==> src/rtl/data_cache.sv <==
// Direct-mapped, write-back, write-allocate data cache: 8 lines x 4 words, 0-wait hits.
// Optional hit/miss counters (num_hit, num_miss) are built when CACHE_STATS_EN is defined.
module data_cache (
    input  logic        clk,
    input  logic        reset_n,
    input  logic        cpu_read,
    input  logic        cpu_write,
    input  logic [15:0] cpu_address,
    input  logic [15:0] cpu_wdata,
    output logic [15:0] cpu_rdata,
    output logic        cpu_ready,
    output logic        mem_read,
    output logic        mem_write,
    output logic [15:0] mem_address,
    output logic [63:0] mem_wdata,
    input  logic [63:0] mem_rdata,
    input  logic        mem_ready
`ifdef CACHE_STATS_EN
    ,
    output logic [15:0] num_hit,
    output logic [15:0] num_miss
`endif
);

    localparam int unsigned WORD_SIZE = 16;
    localparam int unsigned LINE_W    = 64;
    localparam int unsigned NUM_LINES = 8;
    localparam int unsigned INDEX_W   = 3;
    localparam int unsigned TAG_W     = 11;

    typedef enum logic [1:0] {IDLE, WRITEBACK, ALLOCATE} state_t;

    state_t state, state_next;

    logic [NUM_LINES-1:0] valid, dirty;
    logic [TAG_W-1:0]     tags  [NUM_LINES];
    logic [LINE_W-1:0]    lines [NUM_LINES];

    logic [TAG_W-1:0]   tag;
    logic [INDEX_W-1:0] index;
    logic [1:0]         offset;
    logic               request, hit;
    logic               hit_write, start_wb, start_alloc, wb_done, fill;

    assign tag     = cpu_address[15:5];
    assign index   = cpu_address[4:2];
    assign offset  = cpu_address[1:0];
    assign request = cpu_read || cpu_write;
    assign hit     = valid[index] && (tags[index] == tag);

    // Next state and the combinational hit response; everything is quiet while in reset
    always_comb begin
        state_next  = state;
        cpu_ready   = 1'b0;
        cpu_rdata   = '0;
        hit_write   = 1'b0;
        start_wb    = 1'b0;
        start_alloc = 1'b0;
        wb_done     = 1'b0;
        fill        = 1'b0;
        if (reset_n) begin
            unique case (state)
                IDLE: begin
                    if (request) begin
                        if (hit) begin
                            cpu_ready = 1'b1;
                            cpu_rdata = lines[index][{offset, 4'b0000} +: WORD_SIZE];
                            hit_write = cpu_write;
                        end else if (valid[index] && dirty[index]) begin
                            state_next = WRITEBACK;
                            start_wb   = 1'b1;
                        end else begin
                            state_next  = ALLOCATE;
                            start_alloc = 1'b1;
                        end
                    end
                end
                WRITEBACK: begin
                    if (mem_ready) begin
                        state_next = ALLOCATE;
                        wb_done    = 1'b1;
                    end
                end
                ALLOCATE: begin
                    if (mem_ready) begin
                        state_next = IDLE;
                        fill       = 1'b1;
                    end
                end
                default: state_next = IDLE;
            endcase
        end
    end

    // State register, line status bits and the registered memory request
    always_ff @(posedge clk) begin
        if (!reset_n) begin
            state       <= IDLE;
            valid       <= '0;
            dirty       <= '0;
            mem_read    <= 1'b0;
            mem_write   <= 1'b0;
            mem_address <= '0;
            mem_wdata   <= '0;
        end else begin
            state <= state_next;
            if (start_wb) begin
                mem_write   <= 1'b1;
                mem_address <= {tags[index], index, 2'b00};
                mem_wdata   <= lines[index];
            end
            if (start_alloc || wb_done) begin
                mem_read    <= 1'b1;
                mem_address <= {cpu_address[15:2], 2'b00};
            end
            if (wb_done) begin
                mem_write    <= 1'b0;
                dirty[index] <= 1'b0;
            end
            if (fill) begin
                mem_read     <= 1'b0;
                valid[index] <= 1'b1;
                dirty[index] <= 1'b0;
            end
            if (hit_write) begin
                dirty[index] <= 1'b1;
            end
        end
    end

    // Tag and data arrays carry no reset; their contents only matter once valid is set
    always_ff @(posedge clk) begin
        if (fill) begin
            lines[index] <= mem_rdata;
            tags[index]  <= tag;
        end else if (hit_write) begin
            lines[index][{offset, 4'b0000} +: WORD_SIZE] <= cpu_wdata;
        end
    end

`ifdef CACHE_STATS_EN
    // The first IDLE cycle after a fill is the held request re-hitting; it is not a fresh hit
    logic after_fill;

    always_ff @(posedge clk) begin
        if (!reset_n) begin
            num_hit    <= '0;
            num_miss   <= '0;
            after_fill <= 1'b0;
        end else begin
            if (fill) begin
                after_fill <= 1'b1;
            end else if (state == IDLE) begin
                after_fill <= 1'b0;
            end
            if (cpu_ready && !after_fill) begin
                num_hit <= num_hit + 16'd1;
            end
            if (start_wb || start_alloc) begin
                num_miss <= num_miss + 16'd1;
            end
        end
    end
`endif

endmodule

==> config.mk <==
export PLATFORM = sky130hd
export DESIGN_NAME = data_cache
export DESIGN_NICKNAME = d
export VERILOG_FILES = /design/src/rtl/data_cache.sv
export SDC_FILE = /design/constraint.sdc
export NUM_CORES = 1
export LEC_CHECK = 0
export ABC_AREA = 1
export CAP_MARGIN = 25
export CORE_ASPECT_RATIO = 0.7
export CORE_MARGIN = 2
export CORE_UTILIZATION = 40
export CTS_BUF_LIST = sky130_fd_sc_hd__clkbuf_8 sky130_fd_sc_hd__clkbuf_16
export DETAILED_ROUTE_END_ITERATION = 7
export SYNTH_ARGS = -nofsm -noshare
export SYNTH_HDL_FRONTEND = slang
export SYNTH_SLANG_ARGS = --single-unit
==> constraint.sdc <==
create_clock -name clk -period 4.2 [get_ports clk]
set_input_delay 0.42 -clock clk [delete_from_list [all_inputs] [get_ports clk]]
set_output_delay 0.42 -clock clk [all_outputs]
set_load 0.005 [all_outputs]
==> impl_metrics.tcl, run 1 <==
set metrics [dict create \
    netlist_top_cells_area "edfxtp_1, dfxtp_1, nand2_1, nor2_1, inv_1" \
    cts.sinks 698 \
    synth_edf_count 600 \
    synthToLayoutAreaGrowth_pct 23.3 \
    fin_hold_ws_ps 152 \
    vias 20400 \
    synth_top_area_cell "edfxtp_1" \
    die-width_microns 322 \
    path_clk_slew_ps 60 \
    grt_pass1_wl_microns 131000 \
    dp_hpwl_microns 61300 \
    fin_area_sq_um 34900 \
    track_usage_pct 24.7 \
    critPathKind "in2out" \
    cts_resized 0 \
    rows 81 \
    hold_violations 0 \
    ioPinCount 200 \
    final_common_cell "edfxtp_1" \
    num-nets-final 2796 \
    p_per_area_nw_per_um2 433 \
    setup_tns_ps 0 \
    coreArea_sq_um 69900 \
    cts_made_buffers 70 \
    arrival_ps 3490 \
    slew_headroom_pct 43.9 \
    timing.fmax_mhz 255 \
    syn_area_per_cell_sq_um 11.7 \
    status "complete, no violations" \
    maxCapViolations 0 \
    clock_path_buffers 3 \
    place_area_sq_um 32500 \
    hold_class "in2reg" \
    die-area_sq_um 73000 \
    final_util_pct 50.0 \
    fillCellCount 6141 \
    syn_inst 2424 \
    synth_cell_types 43 \
    syn_area_sq_um 28300 \
    rsz0062_at_grt "no" \
    routabilityCongestion 0.971 \
    fin_crit_ps 3910 \
    ctsHtreeMaxLevel 3 \
    yosys_warnings 0 \
    cp-end-kind "primary output" \
    synthArstFlopShare_pct 0 \
    postRouteAntennaNets 0 \
    start_kind "input port" \
    clk_latency_ps 630 \
    cts-hold-fix-buffers 0 \
    grt_pass1_vias 19300 \
    totalWireLength_microns 90400 \
    post_cts_buffers 0 \
    first_pass_iters 5 \
    multi_input_area_sq_um 7140 \
    antenna_found_initial 1 \
    clock_tree.root_cell "clkbuf_16" \
    crit_required_ps 3780 \
    synth_top_area_share_pct 63.6 \
    start_util_pct 40.5 \
    most-common-layout-cells "edfxtp_1, nand2_1, nor2_1, inv_1, clkdlybuf4s50_1" \
    tightest_slew_ps 841 \
    viasPerCell 5.57 \
    crit_fanout 23 \
    drive_gt1_share_pct 11.4 \
    overflow 0 \
    period_share_pct 93.2 \
    fin_skew_ps 26.2 \
    yosysSeqAreaShare_pct 70.5 \
    ys_ff_latch 698 \
    seq_area_sq_um 20000 \
    die_h_microns 227 \
    finalMaxSlewViolations 0 \
    wire_per_inst_microns 24.7 \
    diodes 0 \
    cts_tree "built" \
    drt_iter0_drc 2521 \
    grt_max_degree 69 \
    yosys_most_used_dff "edfxtp_1" \
    drc 0 \
    setup_viol 0 \
    numPortBuffers 197 \
    vdd_ir_drop_max_mv 0.298 \
    leakagePower_nw 12.7 \
]
metrics by stage:
stage               setup WS [ps]  total power [mW]  cells
floorplan                     885              8.21   2425
finish                        286              15.1   3661
CTS                          36.8              15.2   3661
global route                 47.9              15.6   3661
global placement             76.3              8.75   3531
detailed placement           48.2              8.76   3531
cell type report:
cell class	count	share of cell area [%]
flip-flops and latches	698	57.2
clock buffers	75	5.28
clock inverters	55	1.58
multi-input cells	1381	20.4
inverters	204	2.20
repair buffers	335	10.0
well taps	913	3.27
flip-flops by register name, summed over array words and instances (netlist names), named ones only:
name         cells
lines          512
tags            88
mem_wdata       64
mem_address     14
valid            8
state            2
mem_read         1
mem_write        1
path summary, 6_finish.rpt:
path	cells after the start	to	slack [ps]	start
worst min register to register	2	valid[7]$_SDFFE_PN0P_	460	valid[7]$_SDFFE_PN0P_
worst max-delay path	14	cpu_rdata[4]	290	cpu_address[2]
worst max register to register	15	lines[6][15]$_DFFE_PP_	1180	tags[0][6]$_DFFE_PP_
worst min-delay path	3	mem_address[4]$_SDFFE_PN0P_	150	reset_n
cell families (layout without fill, tap and decap cells):
logic type      Yosys count  count (layout)  share of synthesized area [%]
xor+xnor                  1               1                         0.0309
flops                   698             698                           70.5
other cells               1               2                         0.0132
buf+inv                 346             669                           4.85
fa+ha+maj                 5               5                          0.221
compound gates          422             422                           10.3
simple gates            951             951                           14.1
power breakdown:
group	switching (mW)	total (mW)	internal [mW]	leakage (nW)
Combinational	0.721	1.06	0.338	5.31
Clock	2.73	6.50	3.77	1.23
Sequential	0.0139	7.58	7.56	6.19
Total	3.47	15.1	11.7	12.7
Yosys cell counts (58+ instances only):
cell type and number:
a221oi_1 60, a22oi_1 58, nor2_1 232, nand2_1 512
clkbuf_1 71, dfxtp_1 98, inv_1 189, nand4_1 73
a21oi_1 70, nand3_1 107, edfxtp_1 600, o21ai_0 94
critical path, stage by stage:
cell and delay (ps):
buf_2 120, inv_2 270, buf_12 240, nor2_4 70, buf_12 180, clkinv_1 60, buf_4 240, o22ai_1 100
a221oi_1 240, nand3_1 210, o211ai_1 530, a21oi_1 170, buf_4 180, clkdlybuf4s50_1 440
layer usage:
metal,vias to the layer above,GRT usage [%],wire length (microns)
li1,9174,-,-
met1,10100,36.3,39700
met2,997,35.8,38400
met3,141,6.59,9570
met4,0,7.46,2710
met5,-,0,0
(Power assumes the default switching activity.)
==> run 2, diff against run 1 <==
CTS_BUF_LIST = not set   (was sky130_fd_sc_hd__clkbuf_8 sky130_fd_sc_hd__clkbuf_16)
==> impl_metrics.tcl, run 2 (same netlist as run 1, synthesis figures left out) <==
set metrics [dict create \
    most-common-layout-cells "edfxtp_1, nand2_1, nor2_1, clkdlybuf4s50_1, inv_1" \
    period_share_pct 93.2 \
    die-width_microns 322 \
    coreArea_sq_um 69900 \
    finalMaxSlewViolations 0 \
    drt_iter0_drc 2538 \
    arrival_ps 3490 \
    ctsHtreeMaxLevel 3 \
    critPathKind "in2out" \
    path_clk_slew_ps 60 \
    cts_made_buffers 70 \
    grt_pass1_vias 19300 \
    cts.sinks 698 \
    slew_headroom_pct 43.5 \
    drc 0 \
    hold_violations 0 \
    synthToLayoutAreaGrowth_pct 23.3 \
    routabilityCongestion 0.971 \
    min_delay_path_depth 3 \
    fillCellCount 6141 \
    overflow 0 \
    timing.fmax_mhz 256 \
    top_regs "lines x512, tags x88, mem_wdata x64" \
    tightest_slew_ps 846 \
    reg2reg_slack_ps 1180 \
    reg2reg_from "tags[0][6]$_DFFE_PP_" \
    fin_hold_ws_ps 154 \
    fin_crit_ps 3910 \
    status "complete, no violations" \
    viasPerCell 5.58 \
    crit_fanout 23 \
    setup_viol 0 \
    cp-end-kind "primary output" \
    reg2regPathDepth 15 \
    top_register "lines" \
    track_usage_pct 24.7 \
    final_common_cell "edfxtp_1" \
    setup_tns_ps 0 \
    clock_path_buffers 3 \
    clock_tree.root_cell "clkbuf_16" \
    wire_per_inst_microns 24.7 \
    maxCapViolations 0 \
    fin_skew_ps 26.6 \
    fin_cells 3661 \
    cts_tree "built" \
    postRouteAntennaNets 0 \
    first_pass_iters 6 \
    dp_hpwl_microns 61300 \
    diodes 0 \
    antenna_found_initial 1 \
    cp-endpoint "cpu_rdata[4]" \
    vias 20400 \
    crit_start "cpu_address[2]" \
    cts-hold-fix-buffers 0 \
    crit_required_ps 3780 \
    clk_latency_ps 630 \
    p_per_area_nw_per_um2 434 \
    num-nets-final 2796 \
    die-area_sq_um 73000 \
    place_inst 3531 \
    rows 81 \
    grt_max_degree 69 \
    largest_reg_flops 512 \
    totalWireLength_microns 90500 \
    reg2reg_to "lines[7][7]$_DFFE_PP_" \
    start_kind "input port" \
    drive_gt1_share_pct 11.4 \
    rsz0062_at_grt "no" \
    leakagePower_nw 12.7 \
    numPortBuffers 197 \
    vdd_ir_drop_max_mv 0.297 \
    start_util_pct 40.5 \
    die_h_microns 227 \
    hold_class "in2reg" \
    ioPinCount 200 \
    grt_pass1_wl_microns 131000 \
]
## run 2: changes by cell type in the layout (fill, tap and decap cells not counted)
cell / previous run / this run
clkbuf_1: 0 / 12
inv_1: 201 / 189
## run 2: repair_timing
item / 4_1_cts / 5_1_grt
setup buffers: 0 / 0
endpoints found under the hold margin: 0 / 0
endpoints found under the setup margin: 0 / 16
resized for setup: 0 / 3
## run 2: cell type report
type                            instances  area (sq um)  share of cell area [%]
Clock buffer                           87          1890                    5.40
Inverter                              204           767                    2.20
Tap cell                              913          1140                    3.27
Clock inverter                         43           508                    1.45
Timing Repair Buffer                  335          3510                    10.0
Multi-Input combinational cell       1381          7140                    20.4
Sequential cell                       698         20000                    57.2
## run 2: power by group
| group | internal, mW | total (mW) | switching [mW] |
|---|---|---|---|
| clock | 3.80 | 6.53 | 2.73 |
| sequential | 7.56 | 7.58 | 0.0139 |
| combinational | 0.338 | 1.06 | 0.721 |
| total | 11.7 | 15.2 | 3.47 |
## run 2: critical path: stages
cell and delay, ps:
buf_2 120, inv_2 270, buf_12 240, nor2_4 70
buf_12 180, clkinv_1 60, buf_4 250, o22ai_1 100
a221oi_1 240, nand3_1 210, o211ai_1 530, a21oi_1 170
buf_4 180, clkdlybuf4s50_1 440
## run 2: how the worst min path moves through the flow
stage                                startpoint                     endpoint  slack (ps)
after floorplan           valid[7]$_SDFFE_PN0P_        valid[7]$_SDFFE_PN0P_         420
after global placement    valid[7]$_SDFFE_PN0P_        valid[7]$_SDFFE_PN0P_         440
after detailed placement  valid[7]$_SDFFE_PN0P_        valid[7]$_SDFFE_PN0P_         450
after CTS                               reset_n  mem_address[3]$_SDFFE_PN0P_         130
after global routing                    reset_n  mem_address[4]$_SDFFE_PN0P_         140
final                                   reset_n  mem_address[4]$_SDFFE_PN0P_         150
## run 2: layer usage
layer	GRT usage (%)	wire, microns	part of all wire (%)	vias up
li1	-	-	-	9177
met1	36.3	39800	44	10100
met2	35.8	38500	43	990
met3	6.59	9490	10	139
met4	7.46	2680	3.0	0
met5	0	0	0	-
## run 2: through the flow
step	total power [mW]	setup slack (ps)	utilization, %	cell area (sq um)
4_1_cts	15.2	36.8	49.9	34900
2_1_floorplan	8.21	885	-	28300
3_5_place_dp	8.76	48.2	46.5	32500
5_1_grt	15.6	47.9	50.0	34900
3_3_place_gp	8.75	76.3	46.5	32500
6_report	15.2	287	50.0	34900
